==> src/rtl/ca6_seq_multiplier_top.sv <==
// Purpose : sequential shift-add multiplier, unsigned Q0.24 x Q0.24 -> truncated Q0.24.
// Latency : start sampled at E0, doneMul high after E24, result valid from E25 on.
// Backpress: none; a level start is taken once, and HOLD waits for the request to drop.
//
// Ports:
//   clk      - rising-edge clock
//   rst      - asynchronous active-high reset, clears all state and aborts a run
//   startMul - level start request, sampled only in IDLE (and for the DONE/HOLD exit)
//   A, B     - multiplicand / multiplier, captured on the start edge only
//   result   - registered product[47:24], held until the next DONE
//   doneMul  - one-cycle completion pulse (high while the FSM is in DONE)

module ca6_seq_multiplier_top (
  input  logic        clk,
  input  logic        rst,
  input  logic        startMul,
  input  logic [23:0] A,
  input  logic [23:0] B,
  output logic [23:0] result,
  output logic        doneMul
);

  typedef enum logic [1:0] {
    IDLE = 2'd0,
    CALC = 2'd1,
    DONE = 2'd2,
    HOLD = 2'd3
  } state_t;

  localparam logic [4:0] LAST_STEP = 5'd23;

  state_t      state_q,  state_d;
  logic [23:0] mc_q,     mc_d;
  logic [24:0] acc_q,    acc_d;
  logic [23:0] mq_q,     mq_d;
  logic [4:0]  cnt_q,    cnt_d;
  logic [23:0] result_q, result_d;
  logic        done_q,   done_d;

  // Partial sum for the current step: add MC only when the multiplier LSB is set.
  // Both operands are below 2^24 in bit 24 terms, so 25 bits always hold the carry.
  logic [24:0] sum;

  always_comb begin
    sum = acc_q + (mq_q[0] ? {1'b0, mc_q} : 25'd0);
  end

  always_comb begin
    state_d  = state_q;
    mc_d     = mc_q;
    acc_d    = acc_q;
    mq_d     = mq_q;
    cnt_d    = cnt_q;
    result_d = result_q;

    case (state_q)
      IDLE: begin
        if (startMul) begin
          mc_d    = A;
          mq_d    = B;
          acc_d   = 25'd0;
          cnt_d   = 5'd0;
          state_d = CALC;
        end
      end

      CALC: begin
        // {ACC,MQ} shifted right as a single 49-bit value: the carry out of the
        // add lands in ACC[23], and the bit leaving ACC enters the top of MQ.
        acc_d = {1'b0, sum[24:1]};
        mq_d  = {sum[0], mq_q[23:1]};
        cnt_d = cnt_q + 5'd1;
        if (cnt_q == LAST_STEP) begin
          state_d = DONE;
        end
      end

      DONE: begin
        // After 24 steps ACC holds product[47:24]; MQ holds the discarded low half.
        result_d = acc_q[23:0];
        state_d  = startMul ? HOLD : IDLE;
      end

      HOLD: begin
        // Block an automatic restart until the requester drops startMul.
        if (!startMul) begin
          state_d = IDLE;
        end
      end

      default: begin
        state_d = IDLE;
      end
    endcase

    // Registered Moore output: high exactly for the cycle spent in DONE.
    done_d = (state_d == DONE);
  end

  always_ff @(posedge clk or posedge rst) begin
    if (rst) begin
      state_q  <= IDLE;
      mc_q     <= 24'd0;
      acc_q    <= 25'd0;
      mq_q     <= 24'd0;
      cnt_q    <= 5'd0;
      result_q <= 24'd0;
      done_q   <= 1'b0;
    end else begin
      state_q  <= state_d;
      mc_q     <= mc_d;
      acc_q    <= acc_d;
      mq_q     <= mq_d;
      cnt_q    <= cnt_d;
      result_q <= result_d;
      done_q   <= done_d;
    end
  end

  assign result  = result_q;
  assign doneMul = done_q;

endmodule

==> config.mk <==
export PLATFORM = sky130hd
export DESIGN_NAME = ca6_seq_multiplier_top
export DESIGN_NICKNAME = d
export VERILOG_FILES = /design/src/rtl/ca6_seq_multiplier_top.sv
export SDC_FILE = /design/constraint.sdc
export NUM_CORES = 1
export LEC_CHECK = 0
export ABC_AREA = 0
export CAP_MARGIN = 0
export CORE_UTILIZATION = 40
export CTS_BUF_LIST = sky130_fd_sc_hd__clkbuf_2 sky130_fd_sc_hd__clkbuf_4 sky130_fd_sc_hd__clkbuf_8
export CTS_CLUSTER_DIAMETER = 40
export DETAILED_ROUTE_END_ITERATION = 10
export MAX_ROUTING_LAYER = met4
export PLACE_DENSITY = 0.58
export SLEW_MARGIN = 30
export SYNTH_ARGS = -nofsm -noshare
export SYNTH_HDL_FRONTEND = slang
export SYNTH_SLANG_ARGS = --single-unit
==> constraint.sdc <==
create_clock -name clk -period 9.4 [get_ports clk]
set_clock_uncertainty 0.1 [all_clocks]
set_input_delay 1.88 -clock clk [delete_from_list [all_inputs] [get_ports clk]]
set_output_delay 1.88 -clock clk [all_outputs]
set_load 0.01 [all_outputs]
==> out/qor.yml, run 1 <==
worst_setup_path:
  critPathBufInv: 1
  critical_path_class: "primary input to register"
  slowest_delay_ns: 0.53
  crit_family: "compound AO/OA/AOI/OAI gates"
  arrival_ns: 3.61
  cp.required_ns: 9.60
  end_kind: "register"
  start_kind: "primary input"
  crit_slowest_cell: "o21bai_4"
  cp_common_cell: "nand2_1"
  path_cells: "clkdlybuf4s50_1 > o21bai_4 > nand2_1 > nand2_1 > a31oi_1 > a211o_1 > o211ai_1"
  crit_fanout: 22
routing:
  ant_nets: 0
  drc: 0
  firstDrtPassIters: 5
  vias: 4234
  via_per_inst: 5.44
  wl_per_cell_um: 15.8
  drt_iter0_markers: 201
  routed_wl_um: 12300
synthesis:
  synthSimpleGateAreaFrac: 0.139
  synth_compound_area_frac: 0.184
  synth_edf_count: 0
  synth_seq_cells: 104
  netlist_area_um2: 5570
  postSynthAreaPerCell_um2: 10.4
  yosysWarnings: 0
  synth_cell_types: 62
  synth_top_family_by_area: "compound AO/OA/AOI/OAI gates"
  yosys.area_share.xor_xnor: 0.0205
  async_reset_ff_frac: 1.00
  synth_nets: 614
  synth_mux_area_frac: 0.100
  synthCells: 537
  ys.flop_type: "dfrtp_1"
  synthAdderAreaFrac: 0.0598
  seq_area_frac_synth: 0.468
global_route:
  grt_start_max_net_pins: 82
  grt_pass1_wl_um: 21000
  antenna_found_initial: 0
  grt.overflow.total: 0
  grt_pass1_vias: 4312
  track_usage: 0.189
cells_and_area:
  stdcell_count: 778
  final_nets: 674
  regArea_um2: 2600
  syn_to_final_growth_pct: 19.8
  multi_input_area_um2: 2820
  fin_area_um2: 6670
  antennaDiodeCount: 0
  drive_above_1_share: 0.143
  fill_cells: 1250
floorplan:
  start_util: 0.415
  die_x_um: 120
  core_area_um2: 13400
  dieArea_um2: 14400
  die_y_um: 120
  rows: 42
  io_pins: 76
sta:
  hold_violations: 0
  fmax_ghz: 0.293
  layout_min_cycle_time_ns: 3.41
  slew_headroom: 0.454
  worstMarginPinSlew_ns: 0.819
  finalCritPeriodShare: 0.363
  setup_viol: 0
  tns_ns: 0
  grt_setup_unrepaired: "false"
  final_max_slew_viol_count: 0
placement:
  finalWeightedCongestion: 0.810
  numPlacedInstances: 762
  place_hpwl_um: 8440
  portBuffers: 75
  place_area_um2: 6460
clock_network:
  numCtsBuffers: 9
  postCtsSetupBuffers: 0
  ctsResizeCount: 0
  cts-root-buf: "clkbuf_8"
  cts.htree.levels: 3
  clockBufferDepth: 2
  hold_buffers: 0
  cts_tree: "built"
  clock_latency_ns: 0.38
  path_clk_slew_ns: 0.10
  cts_sinks: 104
status:
  status: "completed"
power_and_ir_drop:
  ir_drop_v: 0.0000897
  p_per_area_nw_per_um2: 328
  leakage_nw: 2.87
min_path:
  hp-class: "register to register"
flow_run:
  max-cap-violations: 0
-- power breakdown --
group / leakage (nW) / switching (mW) / total [mW] / internal [mW]
combinational: 1.46 / 0.575 / 1.10 / 0.527
sequential: 1.31 / 0.147 / 0.802 / 0.655
clock: 0.103 / 0.153 / 0.286 / 0.133
-- tightest hold or removal path, cell delays in order (launching register included) --
cell     delay [ns]
dfrtp_1        0.35
nand2_1        0.05
o21ai_0        0.06
-- synth_stat cells, types with 2 or more instances --
library cell,count,area share
a22oi_1,23,0.031
a211o_1,2,0.0031
nor3b_1,2,0.0027
xnor2_1,6,0.0094
o211ai_1,5,0.0067
o21a_1,4,0.0054
ha_1,25,0.056
a21o_1,9,0.012
nand2b_1,7,0.0079
a22o_1,2,0.0031
nor3_1,5,0.0045
and4_1,2,0.0031
nand4_1,5,0.0056
o31ai_1,2,0.0027
nand3b_1,3,0.0040
buf_1,2,0.0013
xor2_1,7,0.011
inv_1,6,0.0040
o21bai_1,3,0.0040
nand3_1,13,0.012
and3_1,2,0.0022
a21boi_0,2,0.0027
o21ai_0,53,0.048
a32o_1,3,0.0054
a31oi_1,4,0.0045
mux2_2,47,0.095
nor2_1,13,0.0088
or3_1,2,0.0022
a21oi_1,22,0.020
nor2b_1,3,0.0034
mux2i_1,3,0.0054
buf_2,5,0.0045
and2_1,25,0.028
a221oi_1,2,0.0031
dfrtp_1,104,0.47
nand2_1,65,0.044
clkbuf_1,23,0.016
o21ai_1,2,0.0018
-- kinds of logic (layout without fill, tap and decap cells) --
kind of cell,count (synthesis),in the layout
adder cells (fa/ha/maj),26,26
XOR/XNOR,13,13
buffers and inverters,38,103
AO/OA/AOI/OAI,152,152
multiplexers,50,50
flip-flops,104,104
AND/OR/NAND/NOR,154,154
-- cell type report --
class,instances,share of cell area
timing repair buffer,81,0.120
multi-input combinational,395,0.423
sequential,104,0.390
clock inverter,5,0.00844
tap,176,0.0330
clock buffer,11,0.0218
inverter,6,0.00375
-- per-layer routing --
metal | routed length (µm) | GRT usage
met3 | 492 | 0.0352
met4 | 201 | 0.0656
met1 | 5680 | 0.237
met5 | 0 | -
met2 | 5910 | 0.307
-- final timing paths --
path | start | end | slack, ns | depth (start not counted)
max in group asynchronous | rst | state_q[0] | 6.46 | 3
worst min-delay path | mq_q[1] | mq_q[1] | 0.39 | 2
worst max-delay path | startMul | acc_q[21] | 5.99 | 7
worst max register to register | mq_q[0] | acc_q[19] | 6.00 | 10
worst min register to register | mq_q[1] | mq_q[1] | 0.39 | 2
min in group asynchronous | rst | mq_q[17] | 1.70 | 2
-- flip-flops by register name, summed over array words and instances (netlist names) --
name     cells
mq_q        24
doneMul      1
acc_q       24
result      24
mc_q        24
cnt_q        5
state_q      2
-- cell usage in the layout, fill, tap and decap left out, types with 6 or more instances in the layout --
cell,instances
a21oi_1,22
a22oi_1,23
clkbuf_8,10
ha_1,25
a21o_1,9
dfrtp_1,103
nand2_1,65
nand2b_1,6
nand3_1,13
nor2_1,13
xor2_1,7
o21ai_0,53
mux2_2,47
clkdlybuf4s50_1,75
and2_1,25
xnor2_1,6
-- metrics by stage --
step	util	power, mW	hold WS (ns)	setup WS [ns]
floorplan	-	1.61	0.350	4.69
global placement	0.482	1.88	0.367	5.65
detailed placement	0.482	1.91	0.371	5.62
CTS	0.497	2.21	0.392	5.96
global route	0.498	2.39	0.424	5.82
finish	0.498	2.19	0.391	5.99
No activity file was read; power rests on OpenSTA's default activity.
==> inputs of run 2 (changes only) <==
--- a/config.mk
+++ b/config.mk
@@ -12,7 +12,7 @@
 export CTS_CLUSTER_DIAMETER = 40
 export DETAILED_ROUTE_END_ITERATION = 10
 export MAX_ROUTING_LAYER = met4
-export PLACE_DENSITY = 0.58
+export PLACE_DENSITY = 0.61
 export SLEW_MARGIN = 30
 export SYNTH_ARGS = -nofsm -noshare
 export SYNTH_HDL_FRONTEND = slang
==> constraint.sdc (replaced) <==
create_clock -name clk -period 2.9 [get_ports clk]
set_clock_uncertainty 0.1 [all_clocks]
set_input_delay 0.58 -clock clk [delete_from_list [all_inputs] [get_ports clk]]
set_output_delay 0.58 -clock clk [all_outputs]
set_load 0.01 [all_outputs]
==> run 2 against run 1 <==
Against the previous run:
- die area did not move
- total power rose to 3.3 times the previous value
- cell count rose by 0.77%
- largest cell class unchanged
- core utilization rose by 0.71 points
- largest power group unchanged
- setup slack got worse by 5.9 ns
==> out/qor.yml, run 2 (synthesis results as in run 1) <==
floorplan:
  rows: 42  # unchanged
  start_util: 0.415  # unchanged
  core_area_um2: 13400  # unchanged
  dieArea_um2: 14400  # unchanged
  die_y_um: 120  # unchanged
  io_pins: 76  # unchanged
  die_x_um: 120  # unchanged
sta:
  finalCritPeriodShare: 0.953
  final_max_slew_viol_count: 0  # unchanged
  hold_violations: 0  # unchanged
  worstMarginPinSlew_ns: 0.607  # was 0.819 ns
  fmax_ghz: 0.362
  grt_setup_unrepaired: "false"  # unchanged
  slew_headroom: 0.595  # was 0.454
  setup_viol: 0  # unchanged
  layout_min_cycle_time_ns: 2.76
  tns_ns: 0  # unchanged
global_route:
  grtUsageMet2: 0.308  # was 0.307
  grt_start_max_net_pins: 105  # was 82
  track_usage: 0.189  # about the same
  busiest_layer: "met2"  # unchanged
  met3_usage: 0.0575  # was 0.0352
  antenna_found_initial: 0  # unchanged
  grt_use_met1: 0.222  # was 0.237
  grt.overflow.total: 0  # unchanged
  grt_pass1_wl_um: 20600  # was 21000 µm
  grt_pass1_vias: 4289  # was 4312
cells_and_area:
  final_nets: 681  # was 674
  final_cell_mix: "103 x dfrtp_1, 75 x clkdlybuf4s50_1, 65 x nand2_1, 52 x o21ai_0, 47 x mux2_2"  # was 103 x dfrtp_1, 75 x clkdlybuf4s50_1, 65 x nand2_1, 53 x o21ai_0, 47 x mux2_2
  antennaDiodeCount: 0  # unchanged
  syn_to_final_growth_pct: 21.5  # was 19.8%
  layout_commonest_cell: "dfrtp_1"  # unchanged
  fill_cells: 1249  # was 1250
  drive_above_1_share: 0.153  # was 0.143
clock_network:
  cts.htree.levels: 3  # unchanged
  clockBufferDepth: 2  # unchanged
  clock_latency_ns: 0.40  # was 0.38 ns
  cts_tree: "built"  # unchanged
  numCtsBuffers: 9  # unchanged
  cts-root-buf: "clkbuf_8"  # unchanged
  cts_sinks: 104  # unchanged
  path_clk_slew_ns: 0.10  # about the same
flow_run:
  max-cap-violations: 0  # unchanged
min_path:
  worstHoldPathCells: 1  # was 2
  min_to: "cnt_q[4]"  # was mq_q[1]
  hp-class: "register to register"  # unchanged
  min_from: "cnt_q[4]"  # was mq_q[1]
worst_setup_path:
  critical_path_class: "register to register"  # was primary input to register
  arrival_ns: 2.96  # was 3.61 ns
  reg2reg_to: "acc_q[19]"  # unchanged
  cp.required_ns: 3.10  # was 9.60 ns
  rr_worst_depth: 9  # was 10
  start_kind: "register"  # was primary input
  crit_fanout: 17  # was 22
  reg2reg_setup_slack_ns: 0.14  # was 6.00 ns
  reg2reg_from: "mq_q[0]"  # unchanged
  end_kind: "register"  # unchanged
placement:
  place_hpwl_um: 8710  # was 8440 µm
  portBuffers: 75  # unchanged
  finalWeightedCongestion: 0.860  # was 0.810
power_and_ir_drop:
  p_per_area_nw_per_um2: 1070  # was 328 nW/µm²
  ir_drop_v: 0.000311  # was 0.0000897 V
  finalPower_mw: 7.22  # was 2.19 mW
  leakage_nw: 2.92  # was 2.87 nW
routing:
  routed_wl_um: 12300  # about the same
  drc: 0  # unchanged
  vias: 4263  # was 4234
  firstDrtPassIters: 4  # was 5
  drt_iter0_markers: 167  # was 201
  via_per_inst: 5.44  # about the same
  wl_per_cell_um: 15.7  # was 15.8 µm
  ant_nets: 0  # unchanged
status:
  status: "completed"  # unchanged
## run 2: how the worst max path moves through the flow
stage                       start   endpoint  cells after the start
after floorplan           mq_q[0]  acc_q[19]                     11
after global placement    mq_q[0]  acc_q[19]                      9
after detailed placement  mq_q[0]  acc_q[19]                      9
after CTS                 mq_q[0]  acc_q[19]                      9
after global routing      mq_q[0]  acc_q[18]                      9
final                     mq_q[0]  acc_q[19]                      9
## run 2: metal layers
layer  wire, µm  share of wire
met5          0              0
met3        651          0.053
met2       6040           0.49
met1       5440           0.44
met4        208          0.017
## run 2: report_power, final
group	total [mW]	internal (mW)	leakage (nW)	switching, mW
logic	3.76	1.81	1.51	1.96
clock network	0.914	0.423	0.102	0.491
registers	2.55	2.12	1.31	0.424
total	7.22	4.35	2.92	2.87
## run 2: stage by stage
stage | hold slack, ns | instances | util | worst slack, ns | instance area [µm²]
floorplan | 0.350 | 537 | - | 0.109 | 5570
global placement | 0.366 | 769 | 0.490 | 0.173 | 6560
detailed placement | 0.375 | 769 | 0.490 | 0.108 | 6560
CTS | 0.392 | 784 | 0.504 | 0.0943 | 6750
global route | 0.419 | 784 | 0.505 | 0.00237 | 6760
finish | 0.386 | 784 | 0.505 | 0.137 | 6760
## run 2: area by class of cell
class / count / area [µm²] / area share
Sequential cell: 104 / 2600 / 0.385
Clock inverter: 4 / 45.0 / 0.00666
Timing Repair Buffer: 88 / 898 / 0.133
Tap cell: 176 / 220 / 0.0326
Inverter: 6 / 26.3 / 0.00388
Multi-Input combinational cell: 395 / 2830 / 0.418
Clock buffer: 11 / 145 / 0.0215
## run 2: what timing repair did
action | 4_1_cts | 5_1_grt
endpoints found under the setup margin | 0 | 3
setup buffers | 0 | 0
hold buffers | 0 | 0
resized for setup | 0 | 4
## run 2: worst max-delay path: stages (launching register included)
cell and delay (ns):
dfrtp_2 0.45, buf_4 0.21, and2_1 0.16, ha_1 0.33, a21oi_1 0.22, a21boi_0 0.20
a31o_2 0.19, a2111oi_4 0.09, or3_2 0.45, a32o_1 0.25
